### src/rtl/riscv_pkg.sv
// Shared RISC-V front-end types and constants.
package riscv_pkg;

    localparam int unsigned XLEN = 64;
    localparam int unsigned ILEN = 32;

    localparam logic [ILEN-1:0] NOP_INSTR = 32'h0000_0013;

    // One instruction-buffer entry: fetched word plus the PC it came from.
    typedef struct packed {
        logic [ILEN-1:0] instr;
        logic [XLEN-1:0] pc;
    } fetch_entry_t;

endpackage

### src/rtl/fetch_fifo.sv
// Small instruction buffer between fetch and decode; flush clears it in one edge.
module fetch_fifo
    import riscv_pkg::*;
#(
    parameter int unsigned DEPTH = 2,
    localparam int unsigned CW = $clog2(DEPTH + 1),
    localparam int unsigned PW = $clog2(DEPTH)
) (
    input  logic          clk,
    input  logic          reset,
    input  logic          push,
    input  logic          pop,
    input  logic          clear,
    input  fetch_entry_t  din,
    output fetch_entry_t  dout,
    output logic [CW-1:0] count,
    output logic          empty,
    output logic          full
);

    logic [PW-1:0] head_q, head_d;
    logic [PW-1:0] tail_q, tail_d;
    logic [CW-1:0] count_q, count_d;
    fetch_entry_t  mem_q [DEPTH];
    fetch_entry_t  mem_d [DEPTH];
    logic          push_ok;
    logic          pop_ok;

    assign count   = count_q;
    assign empty   = (count_q == '0);
    assign full    = (count_q == CW'(DEPTH));
    assign dout    = mem_q[head_q];
    assign pop_ok  = pop & ~empty;
    assign push_ok = push & (~full | pop_ok);

    // Next pointers, occupancy and storage; clear overrides any push/pop.
    always_comb begin
        head_d  = head_q;
        tail_d  = tail_q;
        count_d = count_q;
        mem_d   = mem_q;
        if (clear) begin
            head_d  = '0;
            tail_d  = '0;
            count_d = '0;
        end else begin
            if (push_ok) begin
                mem_d[tail_q] = din;
                tail_d = (tail_q == PW'(DEPTH - 1)) ? '0 : tail_q + PW'(1);
            end
            if (pop_ok) begin
                head_d = (head_q == PW'(DEPTH - 1)) ? '0 : head_q + PW'(1);
            end
            count_d = count_q + CW'(push_ok) - CW'(pop_ok);
        end
    end

    // Control registers with synchronous active-low reset.
    always_ff @(posedge clk) begin
        if (!reset) begin
            head_q  <= '0;
            tail_q  <= '0;
            count_q <= '0;
        end else begin
            head_q  <= head_d;
            tail_q  <= tail_d;
            count_q <= count_d;
        end
    end

    // Entry storage; contents are only meaningful below count.
    always_ff @(posedge clk) begin
        mem_q <= mem_d;
    end

endmodule

### src/rtl/fetch_stage.sv
// Instruction fetch: PC generation, one-deep request tracking, buffer to decode.
module fetch_stage
    import riscv_pkg::*;
#(
    parameter logic [63:0] RESET_PC = 64'h0,
    parameter int unsigned DEPTH    = 2
) (
    input  logic            clk,
    input  logic            reset,
    input  logic            stall,
    input  logic            flush,
    input  logic [XLEN-1:0] redirect_pc,
    output logic            imem_req,
    output logic [XLEN-1:0] imem_addr,
    input  logic [ILEN-1:0] imem_rdata,
    output logic            id_valid,
    output logic [ILEN-1:0] id_instr,
    output logic [XLEN-1:0] id_pc
);

    localparam int unsigned CW = $clog2(DEPTH + 1);
    localparam int unsigned OW = CW + 1;

    logic [XLEN-1:0] pc_q, pc_d;
    logic [XLEN-1:0] tag_pc_q, tag_pc_d;
    logic            inflight_q, inflight_d;

    fetch_entry_t    fifo_din;
    fetch_entry_t    fifo_dout;
    logic [CW-1:0]   fifo_count;
    logic            fifo_empty;
    logic            fifo_full;
    logic            fifo_push;
    logic            pop;
    logic            issue;
    logic [OW-1:0]   occ;

    // Buffered plus in-flight entries must never exceed the buffer size.
    assign occ       = OW'(fifo_count) + OW'(inflight_q);
    assign id_valid  = reset & ~fifo_empty;
    assign pop       = id_valid & ~stall;
    assign issue     = reset & ~flush & (((occ < OW'(DEPTH)) & ~fifo_full) | pop);
    assign imem_req  = issue;
    assign imem_addr = pc_q;
    assign fifo_push = inflight_q & ~flush;
    assign fifo_din  = '{instr: imem_rdata, pc: tag_pc_q};
    assign id_instr  = id_valid ? fifo_dout.instr : NOP_INSTR;
    assign id_pc     = id_valid ? fifo_dout.pc : '0;

    // PC and request-tag next state; a redirect discards the in-flight response.
    always_comb begin
        pc_d       = pc_q;
        tag_pc_d   = tag_pc_q;
        inflight_d = issue;
        if (flush) begin
            pc_d = redirect_pc;
        end else if (issue) begin
            pc_d     = pc_q + 64'd4;
            tag_pc_d = pc_q;
        end
    end

    // Fetch control registers with synchronous active-low reset.
    always_ff @(posedge clk) begin
        if (!reset) begin
            pc_q       <= RESET_PC;
            tag_pc_q   <= '0;
            inflight_q <= 1'b0;
        end else begin
            pc_q       <= pc_d;
            tag_pc_q   <= tag_pc_d;
            inflight_q <= inflight_d;
        end
    end

    fetch_fifo #(
        .DEPTH (DEPTH)
    ) u_fifo (
        .clk   (clk),
        .reset (reset),
        .push  (fifo_push),
        .pop   (pop),
        .clear (flush),
        .din   (fifo_din),
        .dout  (fifo_dout),
        .count (fifo_count),
        .empty (fifo_empty),
        .full  (fifo_full)
    );

endmodule

### config.mk
export PLATFORM = sky130hd
export DESIGN_NAME = fetch_stage
export DESIGN_NICKNAME = d
export VERILOG_FILES = /design/src/rtl/riscv_pkg.sv /design/src/rtl/fetch_fifo.sv /design/src/rtl/fetch_stage.sv
export SDC_FILE = /design/constraint.sdc
export NUM_CORES = 1
export LEC_CHECK = 0
export ABC_AREA = 1
export ABC_CLOCK_PERIOD_IN_PS = 6600
export CAP_MARGIN = 20
export CORE_MARGIN = 4
export CORE_UTILIZATION = 48
export CTS_CLUSTER_SIZE = 24
export DETAILED_ROUTE_END_ITERATION = 10
export PLACE_DENSITY = 0.79
export SYNTH_ARGS = -nofsm -noshare
export SYNTH_HDL_FRONTEND = slang
export SYNTH_SLANG_ARGS = --single-unit
### constraint.sdc
create_clock -name clk -period 6.6 [get_ports clk]
set_input_delay 1.32 -clock clk [delete_from_list [all_inputs] [get_ports clk]]
set_output_delay 1.32 -clock clk [all_outputs]
set_load 0.02 [all_outputs]
==> flow_summary.json, run 1 <==
{
  "place_area_sq_um": 17900,
  "vias_per_cell": 5.10,
  "critPathLaunch": "reset",
  "core_sq_um": 30700,
  "maxClockFrequency_mhz": 221,
  "whs_endpoint": "u_fifo.mem_q[134]",
  "dr.pass1.iters": 6,
  "fin_area_sq_um": 19000,
  "r2r_cells": 9,
  "nFillCells": 2675,
  "power.density_nw_per_um2": 239,
  "regToRegStartpoint": "u_fifo.count[0]",
  "r2r_end": "imem_addr[23]",
  "cp.required_ns": 5.28,
  "io_pins": 262,
  "cp-start-kind": "input port",
  "finalClockSkew_ns": 0.0264,
  "irDropWorstVdd_uv": 175,
  "overflow": 0,
  "power_switching_share": 0.236,
  "numPortBuffers": 261,
  "synth_area_sq_um": 15100,
  "cp_max_fo": 73,
  "ys_warn_count": 0,
  "start_util": 0.490,
  "avgRoutedWirePerCell_microns": 16.8,
  "finalPower_mw": 4.55,
  "totalNegativeSetupSlack_ns": 0,
  "grt_max_degree": 98,
  "comb_power_share": 0.082,
  "die_h_microns": 185,
  "cts-root-buf": "clkbuf_16",
  "ctsResizeCount": 0,
  "layout_setup_ws_ns": 2.08,
  "min-delay-start": "tag_pc_q[38]",
  "cts_made_buffers": 34,
  "p_leak_nw": 8.11,
  "synth_seq_area_share": 0.559,
  "crit_chain": "buf_2 > buf_4 > nand3_4 > a21boi_4 > clkdlybuf4s50_1",
  "areaGrowthSynthToFinish_pct": 26.3,
  "hold_violations": 0,
  "rows": 64,
  "period_needed_ns": 4.52,
  "syn_inst": 1882,
  "htree_levels": 2,
  "dp_hpwl_mm": 30.0,
  "cts_tree": "built",
  "antennaDiodeCount": 0,
  "r2r_slack_ns": 3.65,
  "cts_hold_buf": 0,
  "setup-violations-final": 0,
  "synth.net_count": 1983,
  "maxCapViolCount": 0,
  "hp-class": "flip-flop to flip-flop",
  "status": "finished, final reports clean",
  "die_area_sq_um": 34300,
  "final_nets": 2212,
  "slowest_stage": "buf_4",
  "pre_cts_ws_ns": 2.03,
  "clk_pin_slew_ns": 0.06,
  "worst_pin_slew_ns": 1.07,
  "routed_wl_mm": 42.6,
  "p_sw_mw": 1.07,
  "ant_nets": 0,
  "max_stage_delay_ns": 0.64,
  "clkPwrFrac": 0.417,
  "end_kind": "output port",
  "die-width_microns": 185,
  "grt_pass1_wl_mm": 65.4,
  "hold_depth": 0,
  "drcViolationCount": 0,
  "slew_violations": 0,
  "gp_congestion": 0.955,
  "critPathArrivalTime_ns": 3.20,
  "drive_gt1_frac": 0.0491,
  "path_class": "input port to output port",
  "fin_cells": 2533,
  "grt.total_usage": 0.243,
  "antenna_found_initial": 1,
  "drtIter0Drc": 976,
  "finalCritPeriodShare": 0.685,
  "grt_pass1_vias": 12212,
  "clock-sinks": 325,
  "yosysUniqueCellTypes": 36,
  "vias": 12918,
  "clk_latency_ns": 0.53,
  "p_seq_frac": 0.501,
  "synth.ff_latch_count": 325,
  "cts.path.max_buffers": 3,
  "avgSynthCellArea_sq_um": 8.01,
  "dp.cells": 2471,
  "slew-limit-headroom": 0.288,
  "postCtsSetupBuffers": 0,
  "p_int_mw": 3.48,
  "rsz0062_at_grt": "false"
}
[layer usage]
metal / wire length, microns / GRT usage / up-vias
li1: - / - / 6399
met1: 18400 / 0.338 / 5935
met2: 19700 / 0.391 / 500
met3: 3340 / 0.0440 / 82
met4: 1190 / 0.0725 / 2
met5: 17 / 0 / -
[state kept, by name, indices dropped and copies added, names as in the netlist]
signal         cells
tag_pc_q          64
u_fifo.count       2
inflight_q         1
imem_addr         64
u_fifo.tail_q      1
u_fifo.mem_q     192
u_fifo.head_q      1
[cell families (layout without fill, tap and decap cells)]
kind of cell | Yosys count | in the layout | synth area share
compound gates | 151 | 151 | 0.0540
xor+xnor | 18 | 18 | 0.0105
fa+ha+maj | 1 | 1 | 0.000830
buf+inv | 327 | 582 | 0.0868
flops | 325 | 325 | 0.559
simple gates | 1060 | 1060 | 0.289
[power by group through the flow]
stage	Combinational (mW)	Sequential [mW]	Clock, mW
floorplan	0.171	2.33	0
global placement	0.366	2.32	0
detailed placement	0.373	2.32	0
CTS	0.376	2.28	1.92
global route	0.410	2.28	2.01
finish	0.375	2.28	1.90
[worst max path at each step]
stage,endpoint,slack (ns)
after CTS,imem_req,2.03
after floorplan,u_fifo.mem_q[0],0.22
after global routing,id_instr[18],1.87
after detailed placement,imem_addr[8],2.03
final,imem_req,2.08
after global placement,id_instr[26],2.07
[stage by stage]
step,utilization,hold WS [ns]
final,0.619,0.447
after global routing,0.619,0.459
after detailed placement,0.582,0.437
after global placement,0.582,0.431
after CTS,0.619,0.450
after floorplan,-,0.425
[layout make-up]
type,count,area [sq um],area share
sequential,325,8430,0.443
timing repair buffer,273,2690,0.142
multi-input combinational,1230,5360,0.282
inverter,247,930,0.0489
tap,396,495,0.0260
clock buffer,52,1010,0.0531
clock inverter,10,106,0.00559
[cells in the final DEF, fill, tap and decap left out, drive strengths merged, types with 17 or more instances in the layout]
cell           count
nand4             18
inv              246
nor2             182
o21ai             81
nand3            130
a21oi             46
edfxtp           192
nand2            709
clkbuf            52
clkdlybuf4s50    259
nor3              17
xor2              18
dfxtp            133
[synth_stat cells (all sizes together)]
cell / number / area share
a211oi: 2 / 0.0010
a21boi: 2 / 0.0012
a21oi: 46 / 0.015
a22oi: 2 / 0.0010
a31o: 2 / 0.0012
a31oi: 7 / 0.0029
and2: 1 / 0.00042
buf: 43 / 0.016
clkbuf: 37 / 0.0092
dfxtp: 133 / 0.18
edfxtp: 192 / 0.38
ha: 1 / 0.00083
inv: 247 / 0.062
nand2: 709 / 0.18
nand3: 130 / 0.044
nand3b: 1 / 0.00050
nand4: 18 / 0.0075
nor2: 182 / 0.051
nor3: 17 / 0.0056
o211ai: 6 / 0.0030
o21ai: 81 / 0.027
o21bai: 3 / 0.0015
or2: 2 / 0.00083
xor2: 18 / 0.010
[critical path: cells and delay by family]
family | cells | cell delay [ns]
buf+inv | 3 | 1.39
compound gates | 1 | 0.26
simple gates | 1 | 0.21
No activity file was read; power rests on OpenSTA's default activity.
==> inputs of run 2 (changes only) <==
ABC_CLOCK_PERIOD_IN_PS = 4380   (was 6600)
CORE_UTILIZATION = 53   (was 48)
PLACE_DENSITY = 0.83   (was 0.79)
clock period = 4.38 ns   (was 6.6 ns; I/O delays follow)
==> run 2 against run 1 <==
- largest power group unchanged
- clock skew down 0.011 ns
- sequential share of layout area up 0.12 points
- highest routed layer unchanged
- first-iteration DRC count up 29%
==> flow_summary.json, run 2 (synthesis results as in run 1) <==
{
  "status": "finished, final reports clean",
  "slowest_stage": "dfxtp_4",
  "slew-limit-headroom": 0.427,
  "period_needed_ns": 3.72,
  "layout_setup_ws_ns": 0.662,
  "hp-class": "flip-flop to flip-flop",
  "slew_violations": 0,
  "finalClockSkew_ns": 0.0152,
  "setup-violations-final": 0,
  "numPortBuffers": 261,
  "cp-start-kind": "flip-flop",
  "regToRegStartpoint": "imem_addr[3]",
  "gp_congestion": 0.996,
  "ant_nets": 0,
  "min-delay-start": "tag_pc_q[15]",
  "hold_slack_ns": 0.453,
  "drive_gt1_frac": 0.0468,
  "cts_made_buffers": 34,
  "dr.pass1.iters": 5,
  "clock-sinks": 325,
  "postCtsSetupBuffers": 0,
  "critPathLaunch": "u_fifo.head_q",
  "max_stage_delay_ns": 0.72,
  "htree_levels": 2,
  "maxCapViolCount": 0,
  "start_util": 0.539,
  "cts_tree": "built",
  "avgRoutedWirePerCell_microns": 17.3,
  "grt_pass1_wl_mm": 67.4,
  "core_sq_um": 27900,
  "layout.cells.most_common": "nand2_1",
  "hold_violations": 0,
  "irDropWorstVdd_uv": 246,
  "antennaDiodeCount": 0,
  "final_cell_mix": "nand2_1, clkdlybuf4s50_1, inv_1, edfxtp_1, nor2_1",
  "die_area_sq_um": 31200,
  "grt_pass1_vias": 12676,
  "finalCritPeriodShare": 0.849,
  "end_kind": "output port",
  "vias_per_cell": 5.22,
  "cts.path.max_buffers": 3,
  "pre_cts_ws_ns": 1.04,
  "largest_reg_flops": 192,
  "cts_hold_buf": 0,
  "worst_pin_slew_ns": 0.859,
  "crit_chain": "buf_4 > nand2_1 > nand2_1 > nand2_1 > inv_1 > clkdlybuf4s50_1",
  "maxClockFrequency_mhz": 269,
  "path_class": "flip-flop to output port",
  "dp_hpwl_mm": 30.2,
  "cp.required_ns": 3.50,
  "areaGrowthSynthToFinish_pct": 25.9,
  "grt.total_usage": 0.272,
  "regMostFlops": "u_fifo.mem_q",
  "cts-root-buf": "clkbuf_16",
  "final_nets": 2216,
  "die-width_microns": 177,
  "vias": 13131,
  "drtIter0Drc": 1258,
  "path_buf_inv": 3,
  "overflow": 0,
  "grt_max_degree": 118,
  "die_h_microns": 177,
  "rows": 61,
  "drcViolationCount": 0,
  "crit_top_cell": "nand2_1",
  "rsz0062_at_grt": "false",
  "clk_pin_slew_ns": 0.06,
  "clk_latency_ns": 0.51,
  "critPathArrivalTime_ns": 2.84,
  "ctsResizeCount": 0,
  "p_leak_nw": 8.09,
  "io_pins": 262,
  "cp_top_family": "buffers and inverters",
  "cp_max_fo": 52,
  "routed_wl_mm": 43.4,
  "antenna_found_initial": 1,
  "power.density_nw_per_um2": 350
}
## run 2: per-stage QoR
stage | power [mW] | instance area [sq um] | utilization | cells | setup TNS [ns]
final | 6.65 | 19000 | 0.679 | 2517 | 0
after global routing | 6.88 | 19000 | 0.679 | 2517 | 0
after CTS | 6.67 | 19000 | 0.679 | 2517 | 0
after detailed placement | 4.06 | 18000 | 0.643 | 2457 | 0
after global placement | 4.04 | 18000 | 0.643 | 2457 | 0
after floorplan | 3.77 | 15100 | - | 1882 | -298.88
## run 2: power by group
group,leakage [nW],switching [mW],internal (mW)
registers,2.89,0.0988,3.33
logic,4.71,0.326,0.242
clock network,0.484,1.13,1.52
total,8.09,1.56,5.09
## run 2: final timing paths
kind	endpoint	slack, ns	cells past startpoint
setup / recovery	id_pc[15]	0.66	6
hold / removal	u_fifo.mem_q[15]	0.45	0
setup reg to reg	imem_addr[30]	2.10	9
hold reg to reg	u_fifo.mem_q[15]	0.45	0
## run 2: layer usage
metal / track usage / wire [microns] / up-vias / part of all wire
met1: 0.375 / 18300 / 6082 / 0.42
met3: 0.0399 / 3320 / 82 / 0.076
li1: - / - / 6407 / -
met5: 0 / 17 / - / 0.00039
met2: 0.456 / 20800 / 558 / 0.48
met4: 0.0712 / 1010 / 2 / 0.023
## run 2: cell type report
cell class                      instances  area, sq um
Sequential cell                       325         8430
Tap cell                              378          473
Clock buffer                           53          963
Fill cell                            2254         8960
Timing Repair Buffer                  277         2770
Inverter                              247          930
Multi-Input combinational cell       1230         5360
Clock inverter                          7         42.5
## run 2: worst reg2reg max path: stages, from the launching register on
cell,delay [ns]
dfxtp_1,0.46
ha_1,0.27
inv_1,0.10
nor2_4,0.16
nand2_2,0.13
nor2_1,0.39
nand2_1,0.25
xor2_1,0.22
nand2_1,0.08
a21oi_1,0.15
==> inputs of run 3 (changes only) <==
ABC_CLOCK_PERIOD_IN_PS = 3300   (was 4380)
CORE_UTILIZATION = 48   (was 53)
PLACE_DENSITY = 0.79   (was 0.83)
clock period = 3.3 ns   (was 4.38 ns; I/O delays follow)
==> run 3 against run 2 <==
- first-iteration DRC count shrank 22%
- largest cell class unchanged
- worst hold slack lost 0.025 ns
- critical endpoint is now id_pc[39]
- clock power grew 45%
- highest routed layer is now met4
- routed wire length shrank 0.71%
- combinational power grew 34%
- non-clock buffer count grew 7
- die area grew 9.9%
- cell area grew 1.2%
- final cell count grew 1.1%
- flip-flop and latch count is the same
- worst setup slack lost 0.45 ns
==> flow_summary.json, run 3 (synthesis results as in run 1) <==
{
  "status": "finished, final reports clean",
  "clk_pin_slew_ns": 0.06,
  "pre_cts_ws_ns": 0.430,
  "r2r_cells": 10,
  "dr.pass1.iters": 6,
  "antennaDiodeCount": 0,
  "grt_pass1_wl_mm": 66.2,
  "finalCritPeriodShare": 0.935,
  "drive_gt1_frac": 0.0540,
  "numPortBuffers": 261,
  "dp_hpwl_mm": 31.2,
  "r2r_end": "imem_addr[52]",
  "drtIter0Drc": 985,
  "start_util": 0.490,
  "regMostFlops": "u_fifo.mem_q",
  "layout_setup_ws_ns": 0.214,
  "die_h_microns": 185,
  "min-delay-start": "tag_pc_q[23]",
  "grt.total_usage": 0.245,
  "cts_hold_buf": 0,
  "die_area_sq_um": 34300,
  "layout.cells.most_common": "nand2_1",
  "io_pins": 262,
  "core_sq_um": 30700,
  "totalNegativeSetupSlack_ns": 0,
  "p_seq_frac": 0.498,
  "rows": 64,
  "power_switching_share": 0.233,
  "vias_per_cell": 5.11,
  "largest_reg_flops": 192,
  "maxClockFrequency_mhz": 324,
  "worst_pin_slew_ns": 0.700,
  "p_sw_mw": 2.13,
  "cp.required_ns": 2.64,
  "drcViolationCount": 0,
  "final_core_util": 0.625,
  "rsz0062_at_grt": "false",
  "regToRegStartpoint": "imem_addr[2]",
  "cp-start-kind": "flip-flop",
  "slew_violations": 0,
  "critPathArrivalTime_ns": 2.43,
  "dp.cells": 2481,
  "hp-class": "flip-flop to flip-flop",
  "whs_endpoint": "u_fifo.mem_q[119]",
  "ctsResizeCount": 0,
  "vias": 12998,
  "hold_slack_ns": 0.428,
  "r2r_slack_ns": 1.12,
  "slew-limit-headroom": 0.533,
  "hold_violations": 0,
  "fin_area_sq_um": 19200,
  "areaGrowthSynthToFinish_pct": 27.4,
  "overflow": 0,
  "clock-sinks": 325,
  "cp_max_fo": 53,
  "antenna_found_initial": 1,
  "gp_congestion": 0.931,
  "final_nets": 2223,
  "maxCapViolCount": 0,
  "comb_power_share": 0.083,
  "hold_depth": 0,
  "fin_cells": 2544,
  "cts-root-buf": "clkbuf_16",
  "die-width_microns": 185,
  "cts_made_buffers": 34,
  "clkPwrFrac": 0.419,
  "cts_tree": "built",
  "p_int_mw": 7.02,
  "p_leak_nw": 8.19,
  "grt_pass1_vias": 12146,
  "htree_levels": 2,
  "end_kind": "output port",
  "irDropWorstVdd_uv": 308,
  "routed_wl_mm": 43.1,
  "clk_latency_ns": 0.53,
  "power.density_nw_per_um2": 477,
  "setup-violations-final": 0,
  "finalPower_mw": 9.15,
  "place_area_sq_um": 18100,
  "path_class": "flip-flop to output port",
  "final_cell_mix": "nand2_1, clkdlybuf4s50_1, inv_1, edfxtp_1, nor2_1",
  "avgRoutedWirePerCell_microns": 17.0,
  "period_needed_ns": 3.09,
  "grt_max_degree": 72,
  "ant_nets": 0,
  "nFillCells": 2683,
  "cts.path.max_buffers": 3,
  "finalClockSkew_ns": 0.0285
}
==> run 3: per-layer routing <==
layer / vias up / wire length [microns] / global-route usage / part of all wire
met1: 6033 / 19000 / 0.352 / 0.44
met5: - / 0 / 0 / 0
met3: 64 / 2960 / 0.0353 / 0.069
met4: 0 / 958 / 0.0561 / 0.022
met2: 472 / 20200 / 0.398 / 0.47
li1: 6429 / - / - / -
==> run 3: power by group through the flow <==
| stage | Clock [mW] | Sequential [mW] | Combinational (mW) |
|---|---|---|---|
| floorplan | 0 | 4.65 | 0.343 |
| global placement | 0 | 4.64 | 0.739 |
| detailed placement | 0 | 4.64 | 0.753 |
| CTS | 3.89 | 4.55 | 0.760 |
| global route | 4.07 | 4.57 | 0.831 |
| finish | 3.84 | 4.56 | 0.759 |
==> run 3: worst max path at each step <==
stage / from / end / slack [ns]
6_report: u_fifo.count[0] / id_pc[39] / 0.21
5_1_grt: u_fifo.count[0] / id_pc[1] / 0.04
4_1_cts: u_fifo.head_q / id_pc[59] / 0.08
3_5_place_dp: stall / imem_req / 0.43
3_3_place_gp: stall / imem_req / 0.43
2_1_floorplan: flush / u_fifo.mem_q[0] / -0.83
==> run 3: timing repair <==
item	in CTS	in global routing
buffers inserted	0	1
setup endpoints to repair	0	6
endpoints found under the hold margin	0	0
==> run 3: layout make-up <==
type	count	area (sq um)	share of cell area
multi-input combinational	1230	5360	0.279
sequential	325	8430	0.439
inverter	247	930	0.0484
tap	396	495	0.0258
clock inverter	15	179	0.00932
timing repair buffer	284	2860	0.149
clock buffer	47	951	0.0495
==> run 3: critical path: stages (launching register included) <==
cell and delay (ns):
dfxtp_1 0.41, inv_2 0.06, nand2_2 0.09, nand2_1 0.07
clkinv_2 0.24, buf_12 0.26, nand2_1 0.09, inv_1 0.06
clkdlybuf4s50_1 0.60
